`config.mk`:
```
export PLATFORM = sky130hd
export DESIGN_NAME = uart_rx_fifo_flat
export DESIGN_NICKNAME = d
export VERILOG_FILES = /design/src/rtl/uart_rx_fifo_pkg.sv /design/src/rtl/uart_rx_fifo_if.sv /design/src/rtl/uart_fifo_mem.sv /design/src/rtl/uart_rx_fifo.sv /design/src/flat_wrapper.sv
export SDC_FILE = /design/constraint.sdc
export NUM_CORES = 1
export LEC_CHECK = 0
export CAP_MARGIN = 10
export CORE_MARGIN = 3
export CORE_UTILIZATION = 55
export DETAILED_ROUTE_END_ITERATION = 12
export DONT_BUFFER_PORTS = 1
export PLACE_DENSITY = 0.78
export SYNTH_ARGS = -nofsm -noshare
export SYNTH_HDL_FRONTEND = slang
export SYNTH_SLANG_ARGS = --single-unit
```
`constraint.sdc`:
```
create_clock -name clk -period 3.8 [get_ports clk]
set_input_delay 0.19 -clock clk [delete_from_list [all_inputs] [get_ports clk]]
set_output_delay 0.19 -clock clk [all_outputs]
set_load 0.03 [all_outputs]
```
`src/rtl/uart_rx_fifo_pkg.sv`:
```
// Shared UART definitions: data width, RX FIFO defaults and the tagged entry
// layout. The tagged layout is used when UART_RX_FIFO_ERR_TAG_EN is defined.
package uart_pkg;

    localparam int UART_DATA_W            = 8;
    localparam int UART_RX_FIFO_DEPTH     = 16;
    localparam int UART_RX_FIFO_AF_THRESH = 12;

    // One received character plus the line-error flags seen while receiving it.
    typedef struct packed {
        logic [UART_DATA_W-1:0] data;
        logic                   frame_err;
        logic                   parity_err;
    } rx_entry_t;

endpackage

```
`src/rtl/uart_rx_fifo_if.sv`:
```
// Receiver-facing write port and host-facing FWFT read port of the RX FIFO.
// The error-tag signals exist only when UART_RX_FIFO_ERR_TAG_EN is defined.
interface uart_rx_fifo_if #(
    parameter int DATA_W = 8
);
    logic              wr_en;
    logic [DATA_W-1:0] wr_data;
    logic              full;
    logic              rd_valid;
    logic [DATA_W-1:0] rd_data;
    logic              rd_ready;
`ifdef UART_RX_FIFO_ERR_TAG_EN
    logic              wr_frame_err;
    logic              wr_parity_err;
    logic              rd_frame_err;
    logic              rd_parity_err;
`endif

    // Side that produces bytes and consumes them (receiver + host).
    modport master (
        output wr_en, wr_data, rd_ready,
`ifdef UART_RX_FIFO_ERR_TAG_EN
        output wr_frame_err, wr_parity_err,
        input  rd_frame_err, rd_parity_err,
`endif
        input  full, rd_valid, rd_data
    );

    // The FIFO itself.
    modport slave (
        input  wr_en, wr_data, rd_ready,
`ifdef UART_RX_FIFO_ERR_TAG_EN
        input  wr_frame_err, wr_parity_err,
        output rd_frame_err, rd_parity_err,
`endif
        output full, rd_valid, rd_data
    );
endinterface

```
`src/rtl/uart_fifo_mem.sv`:
```
// Simple dual-port register array: synchronous write, asynchronous read.
// Contents are intentionally not reset; validity is tracked by the owner.
module uart_fifo_mem #(
    parameter int WIDTH = 8,
    parameter int DEPTH = 16,
    parameter int AW    = $clog2(DEPTH)
) (
    input  logic             clk,
    input  logic             we_i,
    input  logic [AW-1:0]    waddr_i,
    input  logic [WIDTH-1:0] wdata_i,
    input  logic [AW-1:0]    raddr_i,
    output logic [WIDTH-1:0] rdata_o
);

    logic [WIDTH-1:0] mem_q [DEPTH];

    // Store one entry per write strobe.
    always_ff @(posedge clk) begin
        if (we_i) begin
            mem_q[waddr_i] <= wdata_i;
        end
    end

    // Asynchronous read so the FIFO head is visible in the same cycle.
    assign rdata_o = mem_q[raddr_i];

endmodule

```
`src/rtl/uart_rx_fifo.sv`:
```
// UART receive FIFO: first-word-fall-through read side, occupancy count,
// almost-full and a sticky overflow flag. Writes into a full FIFO are dropped.
// Optional feature macro: UART_RX_FIFO_ERR_TAG_EN stores frame/parity error
// tags alongside each byte.
module uart_rx_fifo
    import uart_pkg::*;
#(
    parameter int DATA_W    = UART_DATA_W,
    parameter int DEPTH     = UART_RX_FIFO_DEPTH,   // power of 2, >= 2
    parameter int AF_THRESH = UART_RX_FIFO_AF_THRESH // 1..DEPTH
) (
    input  logic                     clk,
    input  logic                     rst,
    uart_rx_fifo_if.slave            bus,
    input  logic                     flush,
    input  logic                     clr_overflow,
    output logic [$clog2(DEPTH):0]   count,
    output logic                     almost_full,
    output logic                     overflow
);

    localparam int AW = $clog2(DEPTH);
    localparam int PW = AW + 1;
    localparam logic [PW-1:0] AF_LVL = PW'(AF_THRESH);

    // Pointers carry one extra wrap bit so full and empty are distinguishable.
    logic [PW-1:0] wr_ptr_q, wr_ptr_d;
    logic [PW-1:0] rd_ptr_q, rd_ptr_d;
    logic          overflow_q, overflow_d;

    logic empty;
    logic full_w;
    logic push;
    logic pop;
    logic drop;

`ifdef UART_RX_FIFO_ERR_TAG_EN
    localparam int ENTRY_W = $bits(rx_entry_t);
    rx_entry_t wr_entry;
    rx_entry_t rd_entry;
    assign wr_entry = '{data:       bus.wr_data,
                        frame_err:  bus.wr_frame_err,
                        parity_err: bus.wr_parity_err};
    assign bus.rd_data       = rd_entry.data;
    assign bus.rd_frame_err  = rd_entry.frame_err;
    assign bus.rd_parity_err = rd_entry.parity_err;
`else
    localparam int ENTRY_W = DATA_W;
    logic [ENTRY_W-1:0] wr_entry;
    logic [ENTRY_W-1:0] rd_entry;
    assign wr_entry    = bus.wr_data;
    assign bus.rd_data = rd_entry;
`endif

    assign empty  = (wr_ptr_q == rd_ptr_q);
    assign full_w = (wr_ptr_q[AW-1:0] == rd_ptr_q[AW-1:0]) &&
                    (wr_ptr_q[AW] != rd_ptr_q[AW]);

    // Full is judged before any same-cycle pop, so dropping a write never
    // depends on what the consumer does.
    assign push = bus.wr_en & ~full_w;
    assign drop = bus.wr_en &  full_w;
    assign pop  = ~empty & bus.rd_ready;

    assign bus.full     = full_w;
    assign bus.rd_valid = ~empty;
    assign count        = wr_ptr_q - rd_ptr_q;
    assign almost_full  = (count >= AF_LVL);
    assign overflow     = overflow_q;

    uart_fifo_mem #(
        .WIDTH (ENTRY_W),
        .DEPTH (DEPTH),
        .AW    (AW)
    ) u_mem (
        .clk     (clk),
        .we_i    (push & ~flush),
        .waddr_i (wr_ptr_q[AW-1:0]),
        .wdata_i (wr_entry),
        .raddr_i (rd_ptr_q[AW-1:0]),
        .rdata_o (rd_entry)
    );

    // Next pointers and overflow flag; flush wins over push/pop but leaves
    // overflow alone, and a drop wins over clr_overflow.
    always_comb begin
        wr_ptr_d   = wr_ptr_q;
        rd_ptr_d   = rd_ptr_q;
        overflow_d = overflow_q;
        if (flush) begin
            wr_ptr_d = '0;
            rd_ptr_d = '0;
        end else begin
            if (push) wr_ptr_d = wr_ptr_q + PW'(1);
            if (pop)  rd_ptr_d = rd_ptr_q + PW'(1);
        end
        if (drop) begin
            overflow_d = 1'b1;
        end else if (clr_overflow) begin
            overflow_d = 1'b0;
        end
    end

    // State register with synchronous reset; memory is left untouched.
    always_ff @(posedge clk) begin
        if (rst) begin
            wr_ptr_q   <= '0;
            rd_ptr_q   <= '0;
            overflow_q <= 1'b0;
        end else begin
            wr_ptr_q   <= wr_ptr_d;
            rd_ptr_q   <= rd_ptr_d;
            overflow_q <= overflow_d;
        end
    end

endmodule
```
`src/flat_wrapper.sv`:
```
// flat-port wrapper written by rule: the top's interface ports become plain ports
module uart_rx_fifo_flat import uart_pkg::*;
#(
    parameter int DATA_W    = UART_DATA_W,
    parameter int DEPTH     = UART_RX_FIFO_DEPTH,                      
    parameter int AF_THRESH = UART_RX_FIFO_AF_THRESH            
)
  (clk, rst, flush, clr_overflow, count, almost_full, overflow, bus_wr_en, bus_wr_data, bus_rd_ready, bus_full, bus_rd_valid, bus_rd_data);
  uart_rx_fifo_if #(.DATA_W(DATA_W)) bus_i ();
  input  logic clk;
  input  logic rst;
  input  logic flush;
  input  logic clr_overflow;
  output logic [$clog2(DEPTH):0] count;
  output logic almost_full;
  output logic overflow;
  input wire logic [$bits(bus_i.wr_en)-1:0] bus_wr_en;
  input wire logic [$bits(bus_i.wr_data)-1:0] bus_wr_data;
  input wire logic [$bits(bus_i.rd_ready)-1:0] bus_rd_ready;
  output wire logic [$bits(bus_i.full)-1:0] bus_full;
  output wire logic [$bits(bus_i.rd_valid)-1:0] bus_rd_valid;
  output wire logic [$bits(bus_i.rd_data)-1:0] bus_rd_data;
  assign bus_i.wr_en = bus_wr_en;
  assign bus_i.wr_data = bus_wr_data;
  assign bus_i.rd_ready = bus_rd_ready;
  assign bus_full = bus_i.full;
  assign bus_rd_valid = bus_i.rd_valid;
  assign bus_rd_data = bus_i.rd_data;
  uart_rx_fifo #(.DATA_W(DATA_W), .DEPTH(DEPTH), .AF_THRESH(AF_THRESH)) u_core (.clk(clk), .rst(rst), .bus(bus_i), .flush(flush), .clr_overflow(clr_overflow), .count(count), .almost_full(almost_full), .overflow(overflow));
endmodule
```
# Yosys cells after proc, flatten, opt, wreduce, memory -nomap -nowiden
# Memories as Yosys holds them, arrays and structs flattened. A register that Yosys moved wholly into a read port is not among the register bits.
# Cells that the tools add are included.
[word_totals]
ram_bits = 128
wordCells = 27
reg_bits = 11
n_memories = 1
romBits = 0
latchBits = 0
out_inout_bits = 17
[mem_list]
columns = ["memory", "depth", "width", "rd", "rd_ports_with_merged_regs", "wr", "line_no", "source"]
rows = [
  ["u_core.u_mem.mem_q", 16, 8, 1, 1, 1, "uart_fifo_mem.sv:16", "logic [WIDTH-1:0] mem_q [DEPTH];"],
]
[op_classes]
n_addsub = 3
mul = 0
div_mod_pow = 0
n_reduce_logical = 3
n_mux = 6
shifts = 0
eq_ne = 3
bitwise_logic = 7
order_cmp = 1
[ops]
columns = ["operator", "n"]
rows = [
  ["adder 5 x 1 -> 5 bit (second input constant)", 2],
  ["two-way mux 4 bit", 2],
  ["equality test 5 bit", 1],
  [">= comparator 5 x 4 -> 1 bit (second input constant)", 1],
  ["subtractor 5 bit", 1],
  ["AND 1 bit", 4],
  ["equality test 4 bit", 1],
  ["two-way mux 1 bit", 4],
  ["inverter 1 bit", 3],
  ["nonzero test 2 bit", 1],
  ["OR reduction 2 bit", 1],
  ["logical AND 1 bit", 1],
  ["!= test 1 bit", 1],
]

# Logic depth before layout (Yosys ltp)
[logic_depth]
word_depth = 7
depth_mapped = 7

# Modules after synthesis
# Synthesis repeated with hierarchy kept, for this count alone.
[hier_totals]
cells_unflattened = 314
area_unflattened_um2 = 5756.8
[modules_own_cells]
columns = ["mod", "n_inst", "seq_area_each_um2", "cells_each", "area_per_inst_um2"]
rows = [
  ["uart_fifo_mem", 1, 3843.7, 221, 4987.3],
  ["uart_rx_fifo", 1, 220.2, 93, 769.5],
]

# Least setup slack after synthesis
# No wires, ideal clock.
[synth_path]
path_type = "reg2out"
startpoint = "reg u_core.wr_ptr_q[0]"
endpoint = "out almost_full"
setup_slack_ns = 1.259
required_ns = 3.610
arrival_ns = 2.351
stages_incl_launch_ff = 7
cell_sequence = "dfxtp_1 -> inv_1 -> ha_1 -> fa_1 -> xnor2_1 -> nand2_1 -> o221ai_1"
[synth_between]
elab_chain_len = 2
[synth_rtl]
columns = ["element", "line_no", "source"]
rows = [
  ["start: declaration", "uart_rx_fifo.sv:27", "logic [PW-1:0] wr_ptr_q, wr_ptr_d;"],
  ["start signal: assignment", "uart_rx_fifo.sv:111", "wr_ptr_q <= wr_ptr_d;"],
  ["subtractor 5 bit", "uart_rx_fifo.sv:67", "assign count = wr_ptr_q - rd_ptr_q;"],
  ["net count[2]", "flat_wrapper.sv:14", "output logic [$clog2(DEPTH):0] count;"],
  [">= comparator 5 x 4 -> 1 bit", "uart_rx_fifo.sv:68", "assign almost_full = (count >= AF_LVL);"],
  ["end: declaration", "flat_wrapper.sv:15", "output logic almost_full;"],
]
# The timed path passes the listed nets, and every way through them passes these cells.

# Final worst setup path
[layout_path]
startpoint = "reg u_core.wr_ptr_q[0]"
endpoint = "out almost_full"
[layout_between]
elab_chain_len = 2
[layout_rtl]
columns = ["element", "line_no"]
rows = [
  ["subtractor 5 bit", "uart_rx_fifo.sv:67"],
  [">= comparator 5 x 4 -> 1 bit", "uart_rx_fifo.sv:68"],
]
# No other way between the ends.

==> impl_summary.txt <==
----------------------------------------------------
[Outcome]
  Result of the run ... finished clean

[Synthesis]
  Combinational family with the most area after synthesis ... multiplexers
  Post-synthesis share of cell area spent on and, or, nand and nor gates ... 5.35%
  Post-synthesis sequential area ratio ... 72.3%
  Flip-flop cell with the highest count after synthesis ... sky130_fd_sc_hd__edfxtp_1
  Syn_area_per_cell ... 18.0 sq um
  Synthesized area ... 5730 sq um
  Portion of netlist area occupied by mux cells ... between 10% and 20%
  Fraction of the mapped netlist area in adder cells ... 2.31%
  Number of cells produced by synthesis ... approximately 320
  Seq cells post-synth ... 143
  Compound-gate portion of the synthesized area ... 3.82%
  Fraction of synthesized cell area in xor and xnor cells ... 1.81%
  EDFF count, synth ... 128
  Number of distinct standard cells referenced by the synthesized netlist ... 34
  Synthesis warning total ... 0
  Net count after synthesis ... 342
  Async set-or-reset flop fraction in the synthesized netlist ... 0%

[Clock tree]
  Setup Buffers After CTS ... 0
  Largest buffer count on any clock path ... 2
  Clock Tree Root ... sky130_fd_sc_hd__clkbuf_8
  Maximum level of the CTS H-tree ... 4
  CTS tree ... done
  Clock insertion delay at the later pin of the skew report ... 0.52 ns
  Clock transition at the register clock pins on the worst setup and hold paths after CTS ... 0.06 ns
  Count of instances resized after the clock tree is built ... 0
  Number of CTS-inserted buffers ... 17
  CTS hold repair buffers ... 14
  Number of sinks driven by the clock tree ... 143

[Drt]
  Post-DR vias/cell ... between 5 and 6
  First-pass iteration count of the detailed router ... 5
  Average detailed-routed wire length per instance ... 22.9 um
  Drt total wl ... between 10000 and 15000 um
  Number of design rule violations left after detail routing ... 0
  Via count ... ~2.9k
  Final antenna-violating net count ... 0
  Initial drt markers ... 230

[Floorplan]
  Die X ... between 100 and 150 um
  Placement Rows ... 36
  Core Region ... approximately 10000 sq um
  Count of boundary I/O pins ... 31
  Die Span Y ... 108 um
  Die area ... 11700 sq um
  Initial core utilization ... a little under three fifths

[Setup path]
  Kind of start point of the critical path ... flip-flop
  Category of the worst setup path capture point ... output port
  Delay of the slowest cell on the worst path ... 0.55 ns
  Req. time, crit path ... 3.61 ns
  WS Path Type ... flip-flop to output port
  Crit-path cells ... inv_1 -> ha_1 -> fa_1 -> nor2b_1 -> o21ai_0 -> and3_2 -> o221ai_1
  Worst-path fanout max ... 4
  Critical path arrival ... 2.69 ns
  Slowest library cell on the worst path ... sky130_fd_sc_hd__o221ai_1

[Power]
  Combinational share of power ... between 3 and 4%
  Sw Pwr ... about 640 uW
  Total power divided by cell area ... about 510 nW/um^2
  Standby leakage power ... 2.08 nW
  Peak supply drop ... 0.338 mV
  Clock share of power ... 44.8%
  Switching part of the total ... about a fifth
  Internal Pwr Total ... 2.67 mW
  Sequential share of power ... between 50% and 60%

[STA]
  Final-report setup violation count ... 0
  Pin slew with the least headroom to its limit ... 0.944 ns
  Final Hold Vio Count ... 0
  Max-slew violations ... 0
  Highest clock frequency the design can meet ... around 350 MHz
  Post-route minimum period ... 2.88 ns
  RSZ-0062 raised after global routing ... no
  Period utilisation layout ... 75.7%
  Clock skew ... 0.00844 ns
  Hold Slack ... 0.0327 ns
  Worst max-slew margin expressed relative to the limit ... 36.9%
  Sum Neg Setup Slack ... 0 ns

[Final layout]
  Count of filler cells inserted in the layout ... 674
  Leading cell types in the layout, fill and taps excluded ... 128 x sky130_fd_sc_hd__edfxtp_1, 32 x sky130_fd_sc_hd__mux4_2, 28 x sky130_fd_sc_hd__nor2_1
  Number of inserted diodes ... 0
  Most common library cell in the layout ignoring fill and taps ... sky130_fd_sc_hd__edfxtp_1
  Final cell area excluding filler cells ... 6530 sq um
  Synthesis-to-layout area growth ... 14.0%
  Fraction of layout instances using a drive strength above 1 ... 17.7%
  Final instance count without filler cells ... 488
  NumNets Final ... approximately 370

[GRT]
  GRT Total Usage ... 21.6%
  Overall overflow remaining after global route ... 0
  Global-route wire length before repair ... ~18000 um
  Largest net degree at the start of global routing ... 33
  Vias in the first global route ... 3156
  Number of antenna violations at the first check in global routing ... 0

[Min path]
  Path category of the worst min-delay check ... input pin to flip-flop

[Placement]
  Detailed-placement wirelength estimate ... 7020 um
  Placed insts ... roughly 440
  Total placed instance area ... 5870 sq um
  Placer's final routability congestion estimate ... 0.896
  PortBufs ... 0

[Flow run]
  Number of max-cap violations ... 0

----------------------------------------------------
## worst paths after layout
path                                    startpoint                       end  slack (ns)  cells after the start
worst min-delay path                     bus_wr_en        u_core.wr_ptr_q[2]        0.03                      4
worst max register to register  u_core.wr_ptr_q[0]  u_core.u_mem.mem_q[3][1]        0.98                      7
worst max-delay path            u_core.wr_ptr_q[0]               almost_full        0.92                      7
worst min register to register  u_core.rd_ptr_q[3]        u_core.rd_ptr_q[3]        0.57                      2
## per-stage QoR
step                worst slack [ns]  power [mW]  util (%)
CTS                            0.896        3.33      65.6
detailed placement              1.01        1.83      58.9
floorplan                       1.26        1.82         -
global placement                1.10        1.83      58.9
global route                   0.736        3.40      65.6
finish                         0.922        3.31      65.6
## cell usage after synthesis (all sizes together), types with 3 or more instances
cell	instances	area share (%)
o21ai	5	0.50
buf	8	0.70
xnor2	7	1.1
nand3	3	0.26
a21oi	6	0.52
dfxtp	15	5.2
xor2	4	0.74
ha	9	2.0
mux4	32	13
nor2	28	1.8
nand2	18	1.2
nor2b	6	0.66
clkbuf	3	0.20
a22oi	16	2.1
inv	11	0.72
edfxtp	128	67
## per-layer routing
metal,global-route usage [%],part of all wire [%]
met5,0,0
met4,8.48,1.3
met3,6.45,6.2
met2,35.9,53
met1,27.0,40
## power by group through the flow
| stage | clock [mW] | combinational (mW) | sequential, mW |
|---|---|---|---|
| final | 1.48 | 0.101 | 1.72 |
| after global routing | 1.57 | 0.109 | 1.72 |
| after CTS | 1.50 | 0.102 | 1.72 |
| after detailed placement | 0 | 0.0717 | 1.76 |
| after global placement | 0 | 0.0708 | 1.75 |
| after floorplan | 0 | 0.0616 | 1.75 |
## layout make-up
| class | instances | area, sq um | area share (%) |
|---|---|---|---|
| clock buffer | 21 | 429 | 6.57 |
| timing repair buffer | 17 | 163 | 2.49 |
| sequential | 143 | 4150 | 63.4 |
| multi-input combinational | 153 | 1490 | 22.8 |
| tap | 133 | 166 | 2.55 |
| clock inverter | 10 | 96.3 | 1.47 |
| inverter | 11 | 41.3 | 0.632 |
## kinds of logic after synthesis
kind of cell | count (synthesis)
XOR/XNOR | 11
AND/OR/NAND/NOR | 67
flip-flops | 143
multiplexers | 33
AO/OA/AOI/OAI | 32
adder cells (fa/ha/maj) | 10
buffers and inverters | 22
## worst max-delay path: cells and delay by family (launching register included)
kind | cells | cell delay, ns
flops | 1 | 0.37
simple gates | 2 | 0.37
compound gates | 2 | 0.66
fa+ha+maj | 2 | 0.65
buf+inv | 1 | 0.11
## flip-flops by register name, summed over array words and instances (netlist names), named ones only
| register | cells |
|---|---|
| u_core.u_mem.mem_q | 128 |
| u_core.rd_ptr_q | 5 |
| u_core.overflow | 1 |
| u_core.wr_ptr_q | 5 |
Power figures use the tool's default switching activity.
